`src/rtl/seg7_scan.sv`:
```
`default_nettype none
// ====================================================================
// Module   : seg7_scan
// Purpose  : Multiplexed 7-segment scanner, anode gap between digits,
//            shadowed display inputs. Define SEG7_SCAN_LZ_BLANK_EN
//            to enable leading-zero blanking.
// Revision : 1.0 - initial release
// ====================================================================
module seg7_scan #(
  parameter int NUM_DIGITS  = 8,
  parameter int REFRESH_DIV = 100000,
  parameter int GAP_CYCLES  = 4
) (
  input  logic                    clk,
  input  logic                    rst,
  input  logic [4*NUM_DIGITS-1:0] val,
  input  logic [NUM_DIGITS-1:0]   dp_in,
  input  logic [NUM_DIGITS-1:0]   blank,
  input  logic                    load,
  output logic [7:0]              seg,
  output logic [NUM_DIGITS-1:0]   an
);

  localparam int c_PW = $clog2(REFRESH_DIV);
  localparam int c_GW = (GAP_CYCLES > 1) ? $clog2(GAP_CYCLES) : 1;
  localparam int c_IW = $clog2(NUM_DIGITS);

  localparam logic [c_PW-1:0]       c_SHOW_LAST = c_PW'(REFRESH_DIV - 1);
  localparam logic [c_GW-1:0]       c_GAP_LAST  = c_GW'(GAP_CYCLES - 1);
  localparam logic [c_IW-1:0]       c_IDX_LAST  = c_IW'(NUM_DIGITS - 1);
  localparam logic [NUM_DIGITS-1:0] c_AN_ONE    = NUM_DIGITS'(1);

  typedef enum logic [0:0] {
    ST_GAP  = 1'b0,
    ST_SHOW = 1'b1
  } state_t;

  state_t                  r_state, w_state_nxt;
  logic [c_PW-1:0]         r_cnt, w_cnt_nxt;
  logic [c_GW-1:0]         r_gap, w_gap_nxt;
  logic [c_IW-1:0]         r_idx, w_idx_nxt;
  logic [7:0]              r_seg, w_seg_nxt;
  logic [NUM_DIGITS-1:0]   r_an, w_an_nxt;

  logic [4*NUM_DIGITS-1:0] r_val;
  logic [NUM_DIGITS-1:0]   r_dp;
  logic [NUM_DIGITS-1:0]   r_blank;

  logic [3:0]              w_nibs [NUM_DIGITS];
  logic                    w_auto_blank;
  logic [7:0]              w_glyph;

  function automatic logic [6:0] hex7(input logic [3:0] n);
    case (n)
      4'h0: hex7 = 7'b1000000;
      4'h1: hex7 = 7'b1111001;
      4'h2: hex7 = 7'b0100100;
      4'h3: hex7 = 7'b0110000;
      4'h4: hex7 = 7'b0011001;
      4'h5: hex7 = 7'b0010010;
      4'h6: hex7 = 7'b0000010;
      4'h7: hex7 = 7'b1111000;
      4'h8: hex7 = 7'b0000000;
      4'h9: hex7 = 7'b0011000;
      4'hA: hex7 = 7'b0001000;
      4'hB: hex7 = 7'b0000011;
      4'hC: hex7 = 7'b1000110;
      4'hD: hex7 = 7'b0100001;
      4'hE: hex7 = 7'b0000110;
      default: hex7 = 7'b0001110;
    endcase
  endfunction

  for (genvar k = 0; k < NUM_DIGITS; k++) begin : g_nib
    assign w_nibs[k] = r_val[4*k +: 4];
  end

`ifdef SEG7_SCAN_LZ_BLANK_EN
  logic [NUM_DIGITS-1:0] w_lz;

  // A digit is a leading zero while every digit above it is also zero.
  always_comb begin
    logic w_run;
    w_run = 1'b1;
    w_lz  = '0;
    for (int k = NUM_DIGITS - 1; k > 0; k--) begin
      w_run   = w_run & (w_nibs[k] == 4'h0);
      w_lz[k] = w_run;
    end
  end

  assign w_auto_blank = w_lz[r_idx];
`else
  assign w_auto_blank = 1'b0;
`endif

  // Forced blank darkens the dp as well; auto-blank keeps the dp request.
  always_comb begin
    w_glyph = 8'hFF;
    if (!r_blank[r_idx]) begin
      if (w_auto_blank) begin
        w_glyph = {~r_dp[r_idx], 7'h7F};
      end else begin
        w_glyph = {~r_dp[r_idx], hex7(w_nibs[r_idx])};
      end
    end
  end

  always_comb begin
    w_state_nxt = r_state;
    w_cnt_nxt   = r_cnt;
    w_gap_nxt   = r_gap;
    w_idx_nxt   = r_idx;
    w_seg_nxt   = r_seg;
    w_an_nxt    = r_an;
    case (r_state)
      ST_GAP: begin
        if (r_gap == c_GAP_LAST) begin
          w_state_nxt = ST_SHOW;
          w_gap_nxt   = '0;
          w_an_nxt    = ~(c_AN_ONE << r_idx);
          w_seg_nxt   = w_glyph;
        end else begin
          w_gap_nxt = r_gap + 1'b1;
        end
      end
      ST_SHOW: begin
        if (r_cnt == c_SHOW_LAST) begin
          w_state_nxt = ST_GAP;
          w_cnt_nxt   = '0;
          w_idx_nxt   = (r_idx == c_IDX_LAST) ? '0 : r_idx + 1'b1;
          w_an_nxt    = '1;
          w_seg_nxt   = 8'hFF;
        end else begin
          w_cnt_nxt = r_cnt + 1'b1;
        end
      end
      default: begin
        w_state_nxt = ST_GAP;
        w_an_nxt    = '1;
        w_seg_nxt   = 8'hFF;
      end
    endcase
  end

  always_ff @(posedge clk) begin
    if (rst) begin
      r_state <= ST_GAP;
      r_cnt   <= '0;
      r_gap   <= '0;
      r_idx   <= '0;
      r_seg   <= 8'hFF;
      r_an    <= '1;
      r_val   <= '0;
      r_dp    <= '0;
      r_blank <= '1;
    end else begin
      r_state <= w_state_nxt;
      r_cnt   <= w_cnt_nxt;
      r_gap   <= w_gap_nxt;
      r_idx   <= w_idx_nxt;
      r_seg   <= w_seg_nxt;
      r_an    <= w_an_nxt;
      if (load) begin
        r_val   <= val;
        r_dp    <= dp_in;
        r_blank <= blank;
      end
    end
  end

  assign seg = r_seg;
  assign an  = r_an;

endmodule
`default_nettype wire

```
`config.mk`:
```
export PLATFORM = sky130hd
export DESIGN_NAME = seg7_scan
export DESIGN_NICKNAME = d
export VERILOG_FILES = /design/src/rtl/seg7_scan.sv
export SDC_FILE = /design/constraint.sdc
export NUM_CORES = 1
export LEC_CHECK = 0
export CAP_MARGIN = 0
export CORE_ASPECT_RATIO = 1.25
export CORE_UTILIZATION = 25
export DETAILED_ROUTE_END_ITERATION = 12
export PLACE_DENSITY_LB_ADDON = 0.05
export SYNTH_ARGS = -nofsm -noshare
export SYNTH_HDL_FRONTEND = slang
export SYNTH_SLANG_ARGS = --single-unit
```
`constraint.sdc`:
```
create_clock -name clk -period 2.6 [get_ports clk]
set_input_delay 0.52 -clock clk [delete_from_list [all_inputs] [get_ports clk]]
set_output_delay 0.52 -clock clk [all_outputs]
set_load 0.01 [all_outputs]
```
Word level (Yosys, flattened, before mapping)
Memory sizes are Yosys's and may differ from the RTL's.
Cells that the tools add are included.
{"block": "totals", "inputBits": 51, "ff_bits": 87, "rom_bits": 112, "latchBits": 0, "elab_cells": 46, "n_memories": 1, "mem_bits_rw": 0}
{"block": "classes", "shift": 1, "n_eq_ne": 5, "multipliers": 0, "n_reduce_logical": 2, "magnitude_cmp": 2, "div_mod_pow": 0, "bitwise": 4, "muxes": 19, "addsub": 3}
{"name": "(name not given)", "words": 16, "word_bits": 7, "rd": 1, "rd_ports_with_merged_regs": 0, "write_ports": 0, "line": "54", "rtl": "case (n)"}
{"operator": "8-bit 2-to-1 mux", "n": 4}
{"operator": "8-bit case mux with 2 select lines", "n": 2}
{"operator": "17-bit by 1-bit adder with 17-bit output, second input constant", "n": 1}
{"operator": "17-bit == test, second input constant", "n": 1}
{"operator": "17-bit 2-to-1 mux", "n": 1}
{"operator": "4-bit binary-select mux with 3-bit select", "n": 1}
{"operator": "4-bit 2-to-1 mux", "n": 2}
{"operator": "8-bit NOT", "n": 1}
{"operator": "1-bit by 3-bit left shift with 8-bit output, first input constant", "n": 1}
{"operator": "1-bit binary-select mux with 3-bit select", "n": 2}
{"operator": "4-bit >= comparator, second input constant", "n": 1}
{"operator": "3-bit by 4-bit less-than comparator with 1-bit output, second input constant", "n": 1}
{"operator": "1-bit 2-to-1 mux", "n": 4}
{"operator": "3-bit NOT with 4-bit output", "n": 1}
{"operator": "2-bit AND reduction", "n": 2}
{"operator": "3-bit by 1-bit adder with 3-bit output, second input constant", "n": 1}
{"operator": "3-bit == test, second input constant", "n": 1}
{"operator": "3-bit 2-to-1 mux", "n": 1}
{"operator": "2-bit by 1-bit adder with 2-bit output, second input constant", "n": 1}
{"operator": "2-bit == test, second input constant", "n": 1}
{"operator": "2-bit 2-to-1 mux", "n": 1}
{"operator": "2-bit by 1-bit inequality test with 1-bit output, second input constant", "n": 1}
{"operator": "2-bit inequality test, second input constant", "n": 1}
{"operator": "1-bit NOT", "n": 2}
{"operator": "1-bit case mux with 2 select lines", "n": 1}

Longest topological paths before layout
An unclocked memory read counts as a cell.
{"block": "logic_depth", "depth_word": 8, "mapped_depth": 9}

Worst setup path after synthesis
Ideal clock, no wire load.
{"block": "synth_path", "path_type": "register to register", "from": "register r_idx[0]", "to": "register r_seg[0], in the netlist seg[0]", "stages_incl_launch_ff": 9, "setup_time_ns": 0.119, "n_path_buf": 2, "arrival_ns": 2.482, "synth_period_minus_slack_ns": 2.601, "slack_ns": -0.001, "path_cell_list": "dfxtp_1 buf_6 buf_12 mux4_1 mux2i_1 inv_1 ha_1 or4_1 o221a_2"}
{"block": "synth_between", "elab_chain_cells": 8, "elab_cells_between_ends": 10, "cone_classes": "mux: 8; bitwise: 1; memory: 1"}
{"element": "from (decl)", "line": "41", "rtl": "logic [c_IW-1:0] r_idx, w_idx_nxt;"}
{"element": "from (signal assigned)", "line": "161", "rtl": "r_idx <= w_idx_nxt;"}
{"element": "3-bit NOT with 4-bit output (not written as such)", "line": "104", "rtl": "w_glyph = {~r_dp[r_idx], hex7(w_nibs[r_idx])};"}
{"element": "4-bit binary-select mux with 3-bit select", "line": "104"}
{"element": "4-bit 2-to-1 mux (not written as such) (2 in series)", "line": "104"}
{"element": "memory read 16 x 7 bit"}
{"element": "8-bit 2-to-1 mux *", "line": "100", "rtl": "if (!r_blank[r_idx]) begin"}
{"element": "8-bit 2-to-1 mux *", "line": "118", "rtl": "if (r_gap == c_GAP_LAST) begin"}
{"element": "8-bit case mux with 2 select lines *", "line": "116", "rtl": "case (r_state)"}
{"element": "to (signal assigned)", "line": "162", "rtl": "r_seg <= w_seg_nxt;"}
{"element": "to (decl)", "line": "42", "rtl": "logic [7:0] r_seg, w_seg_nxt;"}
Every way passes the cells marked *; elsewhere a longest branch is shown, timed or not. The select of a mux whose other input is x is not followed.
A chain may end at the register's enable or synchronous reset.

Final worst setup path
Same ends and word-level chain as after synthesis.

==> impl_metrics.yaml <==
clocking:
  htree_levels: 3
  clk_pin_slew_ns: 0.06
  clockBufferDepth: 2
  cts_tree: "yes"
  cts_setup_buffers: 0
  clk_latency_ns: 0.34
  numCtsBuffers: 9
  clock-sinks: 87
  cts-root-buf: "clkbuf_16"
drt:
  drtIter0Drc: 92
  ant_nets: 0
  routed-wl-met3_um: 241
  first_pass_iters: 4
  wl_met1_mm: 4.731
  drt-wirelength-per-cell_um: 14.93
  wirelength_mm: 10.20
  top_layer: "met4"
  vias: 3003
  post-route-drc-count: 0
  wl_met2_mm: 5.014
  via_per_inst: 4.397
worst_setup_path:
  critPathKind: "flop to flop"
  slowest_stage: "mux4_1"
  cp-start-kind: "flop"
  critPathMaxFanout: 12
  r2r_slack_ns: 0.11
  ff2ff_path_depth: 8
  crit_chain: "buf_12 > buf_4 > mux4_1 > mux2i_2 > buf_4 > nor2b_1 > or4_1 > o221a_2"
  timing.rr.start: "r_idx[0]"
  cpPeakStageDelay_ns: 0.58
  crit_top_cell: "buf_4"
  crit_arrival_ns: 2.73
  crit_path_end_kind: "flop"
  critPathRequiredTime_ns: 2.83
  r2r-end: "seg[0]"
pwr:
  p_leak_nw: 2.144
  peakVddDrop_v: 0.0002470
  power_density_mw_per_mm2: 607.2
synthesis:
  yosys.area.top_type: "dfxtp_1"
  netlist_area_mm2: 0.004011
  synth_top_area_share_pct: 43.42
  synth_seq_area_share_pct: 43.42
  synth_nets: 460
  synth_warnings: 0
  synthFlopType: "dfxtp_1"
  synth-edff-count: 0
  ys_top_cells_by_area: "dfxtp_1 (43%), mux2i_1 (12%), nor2_1 (7.5%)"
  avgSynthCellArea_um2: 10.13
  syn_inst: 396
  synth_cell_types: 44
  yosysMostFrequentCell: "dfxtp_1"
  synthTopCellsByCount: "dfxtp_1 (87), nor2_1 (80), mux2i_1 (50), clkbuf_1 (17)"
  ys_async_sr_fraction_pct: 0
  ys_ff_latch: 87
sta:
  skew_ns: 0.007126
  finalCritPeriodShare_pct: 95.95
  hold_slack_ns: 0.4907
  setup_tns_ns: 0
  worstMarginPinSlew_ns: 0.6738
  setup_viol: 0
  fin_crit_ns: 2.495
  rsz0062_at_grt: "no"
  hold_viol_final: 0
  slew_violations: 0
  max_freq_mhz: 400.8
  maxSlewHeadroom_pct: 55.08
outcome:
  status: "completed"
final_layout:
  seq_area_mm2: 0.001742
  drive_gt1_share_pct: 9.766
  multi_input_area_mm2: 0.002117
  syn2layout_area_growth_pct: 32.25
  diodes: 0
  fin_nets: 530
  fill_cells: 1610
floorplanning:
  io_pins: 67
  rows: 51
  design.core.area_mm2: 0.01563
  die_h_um: 143.6
  initial_core_util_pct: 25.66
  dieArea_mm2: 0.01656
  die_w_um: 115.3
hold_path:
  min-delay-start: "seg[4]"
  holdPathStages: 1
  hold_path_class: "flop to flop"
  hold_path_end: "seg[4]"
run:
  drv_cap: 0
global_route:
  grt_pass1_vias: 2890
  grt_max_degree: 63
  grt_pass1_wl_mm: 15.95
  grt_overflow_total: 0
  antenna_found_initial: 0
  grt_usage_pct: 13.20
place:
  finalWeightedCongestion: 0.7582
  io_buffers: 66
  detailed_place_hpwl_mm: 7.569
==> what timing repair did <==
item                                    4_1_cts  5_1_grt
gates resized for setup                       0        1
endpoints found under the setup margin        0        1
endpoints found under the hold margin         0        0
hold buffers                                  0        0
==> registers in the layout, indices dropped and copies added, names as in the netlist <==
| name | cells |
|---|---|
| r_state | 1 |
| r_blank | 8 |
| r_dp | 8 |
| an | 8 |
| seg | 8 |
| r_gap | 2 |
| r_val | 32 |
| r_idx | 3 |
| r_cnt | 17 |
==> routing by layer <==
metal  track usage [%]  vias up
li1                  -     1541
met1             16.17     1402
met2             22.19       47
met3             2.151       13
met4             6.767        0
met5                 0        -
==> metrics by stage <==
step	power [W]	cell area, um2	worst slack (ns)	utilization (%)	instances
3_3_place_gp	0.001849	4977	0.1510	31.84	667
3_5_place_dp	0.001849	4977	0.1296	31.84	667
2_1_floorplan	0.001677	4015	0.05198	-	396
5_1_grt	0.003394	5305	0.02045	33.93	683
6_report	0.003221	5305	0.1053	33.93	683
4_1_cts	0.003284	5301	0.1102	33.91	683
==> power by group <==
group          switching (W)  internal (W)  leakage, nW
clock network       0.000541      0.000869        0.156
logic               0.000162      0.000203         1.28
registers          0.0000465       0.00140        0.713
==> critical path: cells and delay by family, from the launching register on <==
kind,cells,cell delay (ns)
simple gates,2,0.54
mux,2,0.80
compound gates,1,0.13
buf+inv,3,0.50
flops,1,0.42
==> how the worst max path moves through the flow <==
stage                     slack [ns]  endpoint     start  cells after the start
after floorplan                 0.05    seg[0]  r_idx[0]                      8
after global placement          0.15    seg[0]  r_idx[0]                      8
after detailed placement        0.13    seg[0]  r_idx[0]                      8
after CTS                       0.11    seg[0]  r_idx[0]                      8
after global routing            0.02    seg[6]  r_idx[0]                      8
final                           0.11    seg[0]  r_idx[0]                      8
==> final cells by class <==
class / instances / share of cell area (%)
Clock buffer: 11 / 4.575
Inverter: 11 / 0.7783
Clock inverter: 5 / 1.533
Timing Repair Buffer: 83 / 15.38
Multi-Input combinational cell: 274 / 39.91
Sequential cell: 87 / 32.83
Tap cell: 212 / 5.000
==> layout by cell type, fill, tap and decap left out, drive strengths merged, types with 11 or more instances in the layout <==
cell type / n
clkdlybuf4s50: 64
nor2: 80
mux2i: 51
dfxtp: 87
nand2: 14
buf: 19
ha: 13
clkbuf: 11
nor2b: 11
inv: 11
mux4: 12
==> kinds of logic (layout without fill, tap and decap cells) <==
group | count (synthesis) | after routing | share of synthesized area [%]
xor+xnor | 15 | 15 | 3.275
buf+inv | 35 | 110 | 3.992
fa+ha+maj | 13 | 13 | 4.055
compound gates | 39 | 39 | 7.330
flops | 87 | 87 | 43.42
mux | 63 | 63 | 20.71
simple gates | 144 | 144 | 17.22
Power figures use the tool's default switching activity.
